File: config.mk
export PLATFORM = sky130hd
export DESIGN_NAME = lcd_frame_tx_flat
export DESIGN_NICKNAME = d
export VERILOG_FILES = /design/src/rtl/lcd_frame_tx_if.sv /design/src/rtl/lcd_frame_tx.sv /design/src/flat_wrapper.sv
export SDC_FILE = /design/constraint.sdc
export NUM_CORES = 1
export LEC_CHECK = 0
export ABC_CLOCK_PERIOD_IN_PS = 2800
export CELL_PAD_IN_SITES_DETAIL_PLACEMENT = 0
export CELL_PAD_IN_SITES_GLOBAL_PLACEMENT = 1
export CORE_MARGIN = 10
export CORE_UTILIZATION = 46
export DETAILED_ROUTE_END_ITERATION = 10
export DONT_BUFFER_PORTS = 1
export HOLD_SLACK_MARGIN = 0.03
export MAX_ROUTING_LAYER = met4
export PLACE_DENSITY_LB_ADDON = 0.1
export SLEW_MARGIN = 5
export SYNTH_ARGS = -nofsm -noshare
export SYNTH_HDL_FRONTEND = slang
export SYNTH_SLANG_ARGS = --single-unit
File: constraint.sdc
create_clock -name clk -period 2.8 [get_ports clk]
set_clock_uncertainty 0.2 [all_clocks]
set_input_delay 0.7 -clock clk [delete_from_list [all_inputs] [get_ports clk]]
set_output_delay 0.7 -clock clk [all_outputs]
set_load 0.01 [all_outputs]
File: src/rtl/lcd_frame_tx_if.sv
// Request handshake between the generator/detector and the LCD serial transmitter.
// The master offers a 4-bit code plus match flag; the slave accepts it on tx_valid && tx_ready.
interface lcd_frame_tx_if;
  logic       tx_valid;
  logic       tx_ready;
  logic [3:0] code;
  logic       match;

  modport master (
    output tx_valid,
    output code,
    output match,
    input  tx_ready
  );

  modport slave (
    input  tx_valid,
    input  code,
    input  match,
    output tx_ready
  );
endinterface

File: src/rtl/lcd_frame_tx.sv
// UART-style frame sender for the FPGA-to-Arduino LCD link.
// Frame: start, code[0..3], match, even parity, stop; each bit CLKS_PER_BIT cycles.
//
//   state    | meaning
//   S_IDLE   | line at IDLE_LEVEL, tx_ready high, waiting for a request
//   S_START  | driving the start bit (~IDLE_LEVEL)
//   S_DATA   | shifting out code[0..3] then match, bit_q = 0..4
//   S_PARITY | driving even parity over {match, code}
//   S_STOP   | driving the stop bit; done pulses on its last cycle
module lcd_frame_tx #(
  parameter int CLKS_PER_BIT = 5208,
  parameter bit IDLE_LEVEL   = 1'b1
) (
  input  logic             clk,
  input  logic             rst,
  lcd_frame_tx_if.slave    tx_if,
  output logic             txd_o,
  output logic             busy_o,
  output logic             done_o
);

  localparam int BW = (CLKS_PER_BIT > 1) ? $clog2(CLKS_PER_BIT) : 1;
  localparam logic [BW-1:0] BAUD_LAST = BW'(CLKS_PER_BIT - 1);
  localparam logic [BW-1:0] BAUD_PRE  = BW'(CLKS_PER_BIT - 2);

  typedef enum logic [2:0] {
    S_IDLE,
    S_START,
    S_DATA,
    S_PARITY,
    S_STOP
  } state_t;

  state_t        state_q;
  logic [BW-1:0] baud_q;
  logic [2:0]    bit_q;
  logic [5:0]    shift_q;
  logic          txd_q;
  logic          busy_q;
  logic          done_q;

  logic accept;
  logic baud_wrap;

  assign tx_if.tx_ready = (state_q == S_IDLE) && !rst;
  assign accept         = tx_if.tx_valid && tx_if.tx_ready;
  assign baud_wrap      = (baud_q == BAUD_LAST);

  assign txd_o  = txd_q;
  assign busy_o = busy_q;
  assign done_o = done_q;

  always_ff @(posedge clk) begin
    if (rst) begin
      state_q <= S_IDLE;
      baud_q  <= '0;
      bit_q   <= '0;
      shift_q <= '0;
      txd_q   <= IDLE_LEVEL;
      busy_q  <= 1'b0;
      done_q  <= 1'b0;
    end else begin
      done_q <= 1'b0;
      case (state_q)
        S_IDLE: begin
          baud_q <= '0;
          bit_q  <= '0;
          if (accept) begin
            // Payload is latched with parity in the top bit so the shifter
            // presents parity right after match without extra muxing.
            shift_q <= {^{tx_if.match, tx_if.code}, tx_if.match, tx_if.code};
            txd_q   <= ~IDLE_LEVEL;
            busy_q  <= 1'b1;
            state_q <= S_START;
          end
        end
        default: begin
          baud_q <= baud_wrap ? '0 : baud_q + 1'b1;
          if ((state_q == S_STOP) && (baud_q == BAUD_PRE)) begin
            done_q <= 1'b1;
          end
          if (baud_wrap) begin
            case (state_q)
              S_START: begin
                txd_q   <= shift_q[0];
                shift_q <= {1'b0, shift_q[5:1]};
                bit_q   <= '0;
                state_q <= S_DATA;
              end
              S_DATA: begin
                txd_q   <= shift_q[0];
                shift_q <= {1'b0, shift_q[5:1]};
                if (bit_q == 3'd4) begin
                  state_q <= S_PARITY;
                end else begin
                  bit_q <= bit_q + 3'd1;
                end
              end
              S_PARITY: begin
                txd_q   <= IDLE_LEVEL;
                state_q <= S_STOP;
              end
              S_STOP: begin
                busy_q  <= 1'b0;
                state_q <= S_IDLE;
              end
              default: begin
                txd_q   <= IDLE_LEVEL;
                busy_q  <= 1'b0;
                state_q <= S_IDLE;
              end
            endcase
          end
        end
      endcase
    end
  end

endmodule

File: src/flat_wrapper.sv
// flat-port wrapper written by rule: the top's interface ports become plain ports
module lcd_frame_tx_flat 
#(
  parameter int CLKS_PER_BIT = 5208,
  parameter bit IDLE_LEVEL   = 1'b1
)
  (clk, rst, txd_o, busy_o, done_o, tx_if_tx_valid, tx_if_code, tx_if_match, tx_if_tx_ready);
  lcd_frame_tx_if tx_if_i ();
  input  logic clk;
  input  logic rst;
  output logic txd_o;
  output logic busy_o;
  output logic done_o;
  input wire logic [$bits(tx_if_i.tx_valid)-1:0] tx_if_tx_valid;
  input wire logic [$bits(tx_if_i.code)-1:0] tx_if_code;
  input wire logic [$bits(tx_if_i.match)-1:0] tx_if_match;
  output wire logic [$bits(tx_if_i.tx_ready)-1:0] tx_if_tx_ready;
  assign tx_if_i.tx_valid = tx_if_tx_valid;
  assign tx_if_i.code = tx_if_code;
  assign tx_if_i.match = tx_if_match;
  assign tx_if_tx_ready = tx_if_i.tx_ready;
  lcd_frame_tx #(.CLKS_PER_BIT(CLKS_PER_BIT), .IDLE_LEVEL(IDLE_LEVEL)) u_core (.clk(clk), .rst(rst), .tx_if(tx_if_i), .txd_o(txd_o), .busy_o(busy_o), .done_o(done_o));
endmodule
==> Word level (Yosys, flattened, before mapping) <==
Index checks and enable logic that the tools add are counted.
W data, S select, Z words.
{ "op_classes": {"add_sub_neg": 2, "eq_ne": 12, "mux": 20, "reduce_logical": 18} }
{ "ops": {"columns": ["cell", "count"], "rows": [
  ["$eq A13 B13 Y1 const B", 2],
  ["$mux W6", 4],
  ["$mux W3", 5],
  ["$reduce_and A3 Y1", 5],
  ["$add A13 B1 Y13 const B", 1],
  ["$pmux W3 S3", 1],
  ["$mux W1", 8],
  ["$eq A3 B2 Y1 const B", 2],
  ["$eq A3 B3 Y1 const B", 2],
  ["$ne A2 B1 Y1 const B", 3],
  ["$pmux W3 S2", 1],
  ["$reduce_bool A2 Y1", 3],
  ["$reduce_or A3 Y1", 2],
  ["$reduce_xor A5 Y1", 1],
  ["$reduce_or A2 Y1", 2],
  ["$add A3 B1 Y3 const B", 1],
  ["$eq A3 B1 Y1 const B", 1],
  ["$logic_and A1 B1 Y1", 3],
  ["$logic_not A3 Y1", 1],
  ["$ne A3 B1 Y1 const B", 1],
  ["$ne A2 B2 Y1 const B", 1],
  ["$pmux W1 S2", 1],
  ["$logic_not A1 Y1", 1]
]} }
{ "totals": {"ff_bits": 28, "inputBits": 8, "output_inout_bits": 4} }

==> Longest topological paths before layout <==
Gate-level depths: netlist (run 1).
{ "logic_depth": {"ltp_word": 5, "ltp_mapped": 7, "ltp_nobuf": 6} }

==> Worst setup path after synthesis (run 1) <==
Ideal clock, no wire load.
{ "synth_path": {"path_kind": "input to output", "from": "in rst", "to": "out tx_if_tx_ready", "arrival_ns": 1.366, "required_ns": 1.900, "setup_slack_ns": 0.534, "cell_stages": 3, "n_path_buf": 2, "path_cell_list": "clkbuf_1 -> clkbuf_1 -> nor2_1"} }
{ "synth_between": {"elab_chain_cells": 2} }
{ "synth_lines": {"columns": ["element", "line", "source"], "rows": [
  ["start, declared", "flat_wrapper.sv:10", "input logic rst;"],
  ["$logic_not A1 Y1", "lcd_frame_tx.sv:45", "assign tx_if.tx_ready = (state_q == S_IDLE) && !rst;"],
  ["$logic_and A1 B1 Y1", "lcd_frame_tx.sv:45", null],
  ["end, declared", "flat_wrapper.sv:17", "output wire logic [$bits(tx_if_i.tx_ready)-1:0] tx_if_tx_ready;"]
]} }
No other way between the ends.

==> Worst setup path after layout (run 1) <==
{ "layout_path": {"from": "reg u_core.state_q[2]", "to": "out tx_if_tx_ready"} }
{ "layout_between": {"elab_chain_cells": 2} }
{ "layout_lines": {"columns": ["element", "line", "source"], "rows": [
  ["start, declared", "lcd_frame_tx.sv:34", "state_t state_q;"],
  ["start signal, assigned", "lcd_frame_tx.sv:55", "state_q <= S_IDLE;"],
  ["start signal, assigned", "lcd_frame_tx.sv:74", "state_q <= S_START;"],
  ["start signal, assigned", "lcd_frame_tx.sv:88", "state_q <= S_DATA;"],
  ["$logic_not A3 Y1", "lcd_frame_tx.sv:45", null],
  ["$logic_and A1 B1 Y1", "lcd_frame_tx.sv:45", null]
]} }
No other way between the ends.

==> results of run 1 <==
==> cell usage after synthesis <==
library cell  number  share of area
dfxtp_1           28           0.38
nor2_1            20          0.052
nand3_1           15          0.052
inv_1             12          0.031
nand2_1           10          0.026
a21oi_1            9          0.031
nor3_1             9          0.031
xnor2_1            8          0.048
clkbuf_1           7          0.018
a2111oi_0          5          0.030
a222oi_1           5          0.034
xor2_1             5          0.030
ha_1               4          0.034
buf_2              3          0.010
nand4_1            3          0.013
nor4_1             3          0.013
o31ai_1            3          0.015
a21o_1             2          0.010
a31oi_1            2         0.0086
nand2b_1           2         0.0086
nand4b_1           2          0.012
nor2b_1            2         0.0086
or3_1              2         0.0086
a211oi_1           1         0.0052
a41oi_1            1         0.0060
and3_1             1         0.0043
nand3b_1           1         0.0052
nand4bb_1          1         0.0077
nor3b_1            1         0.0052
nor4b_1            1         0.0060
o221ai_1           1         0.0060
o311ai_0           1         0.0060
o32ai_1            1         0.0060
or3b_1             1         0.0060
or3b_2             1         0.0060
or4_1              1         0.0052
xnor3_1            1          0.015
==> layout make-up <==
| cell class | instances | area share |
|---|---|---|
| Clock buffer | 4 | 0.0238 |
| Timing Repair Buffer | 2 | 0.00983 |
| Sequential cell | 28 | 0.367 |
| Multi-Input combinational cell | 125 | 0.534 |
| Inverter | 12 | 0.0295 |
| Tap cell | 44 | 0.0360 |
==> power groups by stage <==
stage          combinational (mW)  sequential, mW  clock [mW]
3_3_place_gp               0.0623           0.430           0
3_5_place_dp               0.0629           0.431           0
6_report                   0.0632           0.422       0.200
2_1_floorplan              0.0570           0.425           0
4_1_cts                    0.0632           0.422       0.208
5_1_grt                    0.0699           0.425       0.223
==> worst max-delay path by stage <==
stage / from / endpoint / slack (ps) / depth (start not counted)
floorplan: rst / tx_if_tx_ready / 530 / 3
global placement: u_core.baud_q[9]$_SDFF_PP0_ / u_core.baud_q[11]$_SDFF_PP0_ / 380 / 4
detailed placement: u_core.baud_q[9]$_SDFF_PP0_ / u_core.baud_q[6]$_SDFF_PP0_ / 320 / 4
CTS: u_core.state_q[2]$_SDFFE_PP0P_ / tx_if_tx_ready / 240 / 2
global route: u_core.baud_q[0]$_SDFF_PP0_ / u_core.baud_q[9]$_SDFF_PP0_ / 130 / 5
finish: u_core.state_q[2]$_SDFFE_PP0P_ / tx_if_tx_ready / 250 / 2
==> per-stage QoR <==
step | power, mW | util | cells
floorplan | 0.482 | - | 175
global placement | 0.493 | 0.489 | 211
detailed placement | 0.494 | 0.489 | 211
CTS | 0.693 | 0.500 | 215
global route | 0.718 | 0.500 | 215
finish | 0.686 | 0.500 | 215
==> state kept, by name, summed over array words and instances, names as in the netlist <==
name,flops
u_core.bit_q,3
u_core.state_q,3
u_core.shift_q,6
u_core.busy_o,1
u_core.done_o,1
u_core.baud_q,13
u_core.txd_o,1
==> kinds of logic after synthesis <==
group	Yosys count	share of synthesized area
AOI/OAI and AO/OA	31	0.159
xor gates and xnor gates	14	0.0936
adders and majority gates	4	0.0344
buffers and inverters	22	0.0593
DFF	28	0.385
and+or+nand+nor	76	0.269
==> routing by layer <==
layer	vias up	wire (um)	share of wire
met2	20	1560	0.50
met5	-	0	0
met3	4	131	0.042
met1	582	1420	0.45
li1	627	-	-
met4	0	28	0.0089
==> impl_metrics.ini, run 1 <==
[outcome]
outcome = completed

[clocking]
clockBufferDepth = 2
clock-root-buffer = clkbuf_4
clk_latency_ps = 330
cts.htree.levels = 1
cts_sinks = 28
cts_buffers = 3
hold_buffers = 0
clk_pin_slew_ps = 150
ctsResizeCount = 0
cts_tree = built
post-cts-setup-buffer-count = 0

[pwr]
leakage_nw = 0.484
p_per_area_nw_per_um2 = 449
power.switching_mw = 0.170
combPwrFrac = 0.092
ir_drop_mv = 0.169
seqPwrFrac = 0.616
switching_share = 0.248
p_int_mw = 0.516
power_frac_clock = 0.292

[worst_setup_path]
r2r_start = u_core.baud_q[9]$_SDFF_PP0_
cp_slowest_stage_delay_ps = 600
reg2reg_to = u_core.baud_q[6]$_SDFF_PP0_
cpMaxStageDelayCell = or3_1
arrival_ps = 1650
worstPathRequired_ps = 1900
cpLargestDelayFamily = simple AND/OR/NAND/NOR gates
end_kind = output pin
worst-path-buf-inv = 0
path_cells = or3_1 > nor2_1
worst-setup-path-type = reg2out
rr_worst_depth = 4
rrSetupSlack_ps = 290
crit_fanout = 13
start_kind = register

[hold_path]
worstHoldEndpoint = u_core.shift_q[2]$_SDFFE_PP0P_
hold_depth = 1
min_path_type = in2reg
min_from = rst

[grt]
grt_use_met2 = 0.183
grt_pass1_vias = 1189
busiest_layer = met2
grt_max_degree = 20
grt_pass1_wl_um = 5440
overflow = 0
antenna_found_initial = 0
gr-usage-met1 = 0.131
track_usage = 0.113
grt_util_met3 = 0.0295

[floorplan]
fp.dieH_um = 76.3
core_area_um2 = 3050
die-area_um2 = 5820
rows = 20
die_w_um = 76.3
start_util = 0.477
pin_count = 12

[timing]
slew_headroom = 0.589
whs_ps = 214
period_needed_ps = 2550
maxSlewViolCount = 0
totalNegativeSetupSlack_ps = 0
max_freq_mhz = 393
finalWorstSetupSlack_ps = 254
fin_crit_sh = 0.909
setup_viol = 0
rsz0062_at_grt = false
hold_viol_final = 0
worstMarginPinSlew_ps = 612

[detailed_routing]
vias_per_cell = 5.73
first_pass_iters = 4
vias = 1233
routed_wl_um = 3140
dr.first_iter.drc_count = 96
ant_nets = 0
drc = 0
drt-wirelength-per-cell_um = 14.6

[logic_synthesis]
syn-cell-area_um2 = 1460
ys_types = 37
seq_area_frac_synth = 0.385
avgSynthCellArea_um2 = 8.32
synthCells = 175
synth_seq_cells = 28
yosysWarnings = 0
syn-num-nets = 187

[placed_design]
post-place-ws_ps = 323
io_buffer_count = 0
dpl_cell_area_um2 = 1490
gp_congestion = 0.805
hpwl_um = 2250

[job]
maxCapViolCount = 0

[final_layout]
register_area_um2 = 561
final_cell_mix = 28 x dfxtp_1, 20 x nor2_1, 15 x nand3_1, 12 x inv_1, 10 x nand2_1
fillCellCount = 320
drive_gt1_frac = 0.0468
multi_input_area_um2 = 816
area_growth_syn_to_layout_pct = 4.90
mostFrequentLayoutCell = dfxtp_1
final_nets = 184
fin_area_um2 = 1530
num_antenna_cells = 0
No activity file was read; power rests on OpenSTA's default activity.
==> inputs of run 2 (changes only) <==
--- a/config.mk
+++ b/config.mk
@@ -5,16 +5,17 @@
 export SDC_FILE = /design/constraint.sdc
 export NUM_CORES = 1
 export LEC_CHECK = 0
-export ABC_CLOCK_PERIOD_IN_PS = 2800
+export ABC_CLOCK_PERIOD_IN_PS = 2200
 export CELL_PAD_IN_SITES_DETAIL_PLACEMENT = 0
 export CELL_PAD_IN_SITES_GLOBAL_PLACEMENT = 1
 export CORE_MARGIN = 10
-export CORE_UTILIZATION = 46
+export CORE_UTILIZATION = 42
 export DETAILED_ROUTE_END_ITERATION = 10
 export DONT_BUFFER_PORTS = 1
 export HOLD_SLACK_MARGIN = 0.03
 export MAX_ROUTING_LAYER = met4
 export PLACE_DENSITY_LB_ADDON = 0.1
+export SKIP_LAST_GASP = 1
 export SLEW_MARGIN = 5
 export SYNTH_ARGS = -nofsm -noshare
 export SYNTH_HDL_FRONTEND = slang
==> constraint.sdc (replaced) <==
create_clock -name clk -period 2.2 [get_ports clk]
set_clock_uncertainty 0.2 [all_clocks]
set_input_delay 0.55 -clock clk [delete_from_list [all_inputs] [get_ports clk]]
set_output_delay 0.55 -clock clk [all_outputs]
set_load 0.01 [all_outputs]
==> run 2 against run 1 <==
Net effect: sequential power increased by 27%; combinational power increased by 53%; worst setup slack got worse by 160 ps; cell area increased by 10%; largest power group unchanged.
==> impl_metrics.ini, run 2 (same netlist as run 1, synthesis figures left out) <==
[grt]
grt_pass1_wl_um = 5720
grt_util_met3 = 0.0259
busiest_layer = met2
grt_use_met2 = 0.189
antenna_found_initial = 0
overflow = 0
grt_max_degree = 20
grt_pass1_vias = 1247
track_usage = 0.112
gr-usage-met1 = 0.129

[pwr]
leakage_nw = 0.573
p_per_area_nw_per_um2 = 528
power.total_mw = 0.888
combPwrFrac = 0.109
ir_drop_mv = 0.236
power_frac_clock = 0.289
switching_share = 0.249
seqPwrFrac = 0.603
p_int_mw = 0.667
power.switching_mw = 0.221

[worst_setup_path]
worst-setup-path-type = reg2reg
path_cells = or3b_1 > or4_4 > buf_4 > nand3_1 > buf_12 > nor2_1
reg2reg_to = u_core.baud_q[7]$_SDFF_PP0_
worst-path-buf-inv = 2
cp-endpoint = u_core.baud_q[7]$_SDFF_PP0_
r2r_start = u_core.baud_q[10]$_SDFF_PP0_
cp_slowest_stage_delay_ps = 570
rr_worst_depth = 6
rrSetupSlack_ps = 100
path_depth = 6
arrival_ps = 2150
crit_fanout = 12
cpMaxStageDelayCell = or4_4
cp-startpoint = u_core.baud_q[10]$_SDFF_PP0_
worstPathRequired_ps = 2240
start_kind = register
end_kind = register
cpLargestDelayFamily = simple AND/OR/NAND/NOR gates

[floorplan]
die-area_um2 = 6220
pin_count = 12
start_util = 0.436
fp.dieH_um = 78.9
die_w_um = 78.9
core_area_um2 = 3340
rows = 21

[hold_path]
min_path_type = in2reg

[clocking]
clock-root-buffer = clkbuf_4
clk_latency_ps = 320
ctsResizeCount = 1
cts.htree.levels = 1
post-cts-setup-buffer-count = 0
cts_tree = built
hold_buffers = 0
clockBufferDepth = 2
cts_sinks = 28
cts_buffers = 3
clk_pin_slew_ps = 160

[timing]
fin_crit_sh = 0.957
hold_viol_final = 0
worstMarginPinSlew_ps = 635
setup_viol = 0
rsz0062_at_grt = false
max_freq_mhz = 475
period_needed_ps = 2100
totalNegativeSetupSlack_ps = 0
maxSlewViolCount = 0
slew_headroom = 0.574

[final_layout]
top_register = u_core.baud_q
mostFrequentLayoutCell = dfxtp_1
final_cell_mix = 28 x dfxtp_1, 19 x nor2_1, 17 x buf_4, 15 x nand3_1, 12 x inv_1
fin_util = 0.504
final_nets = 200
num_antenna_cells = 0
fillCellCount = 359
largest_register_ffs = 13
drive_gt1_frac = 0.150
area_growth_syn_to_layout_pct = 15.4
reg_top3 = u_core.baud_q: 13 flops, u_core.shift_q: 6 flops

[placed_design]
hpwl_um = 2460
io_buffer_count = 0
gp_congestion = 0.843

[detailed_routing]
routed_wl_um = 3330
first_pass_iters = 7
vias = 1324
drc = 0
drt-wirelength-per-cell_um = 14.3
dr.first_iter.drc_count = 121
vias_per_cell = 5.68
ant_nets = 0

[job]
maxCapViolCount = 0

[outcome]
outcome = completed
run 2: worst min path at each step:
stage,startpoint,end,slack (ps),depth (start not counted)
floorplan,u_core.shift_q[5]$_SDFFE_PP0P_,u_core.shift_q[5]$_SDFFE_PP0P_,240,2
global placement,u_core.shift_q[5]$_SDFFE_PP0P_,u_core.shift_q[5]$_SDFFE_PP0P_,260,2
detailed placement,u_core.shift_q[5]$_SDFFE_PP0P_,u_core.shift_q[5]$_SDFFE_PP0P_,260,2
CTS,rst,u_core.shift_q[3]$_SDFFE_PP0P_,50,1
global route,rst,u_core.shift_q[4]$_SDFFE_PP0P_,30,1
finish,rst,u_core.shift_q[3]$_SDFFE_PP0P_,70,1
run 2: worst reg2reg max path: stages (launching register included):
cell	delay (ps)
dfxtp_1	360
or3b_1	370
or4_4	570
buf_4	190
nand3_1	150
buf_12	150
nor2_1	50
run 2: layout make-up:
cell class	instances	area (um^2)	area share
Multi-Input combinational cell	125	833	0.496
Tap cell	46	57.6	0.0343
Inverter	12	45.0	0.0268
Timing Repair Buffer	18	148	0.0879
Sequential cell	28	561	0.334
Clock buffer	4	36.3	0.0216
run 2: power groups by stage:
stage               Sequential [mW]  Clock (mW)  Combinational (mW)
floorplan                     0.541           0              0.0725
global placement              0.546           0              0.0941
detailed placement            0.546           0              0.0931
CTS                           0.535       0.270              0.0942
global route                  0.538       0.283               0.107
finish                        0.535       0.256              0.0965
run 2: per-layer routing:
| layer | share of wire | routed length, um |
|---|---|---|
| met5 | 0 | 0 |
| met4 | 0.0072 | 24 |
| met3 | 0.042 | 140 |
| met2 | 0.50 | 1660 |
| met1 | 0.45 | 1510 |
run 2: stage by stage:
stage / instances / setup WS (ps) / cell area (um^2) / hold slack (ps)
after floorplan: 175 / 74.8 / 1460 / 238
after global placement: 229 / 107 / 1630 / 257
after detailed placement: 229 / 71.1 / 1630 / 259
after CTS: 233 / 15.2 / 1670 / 48.5
after global routing: 233 / 6.21 / 1680 / 31.2
final: 233 / 95.3 / 1680 / 65.3
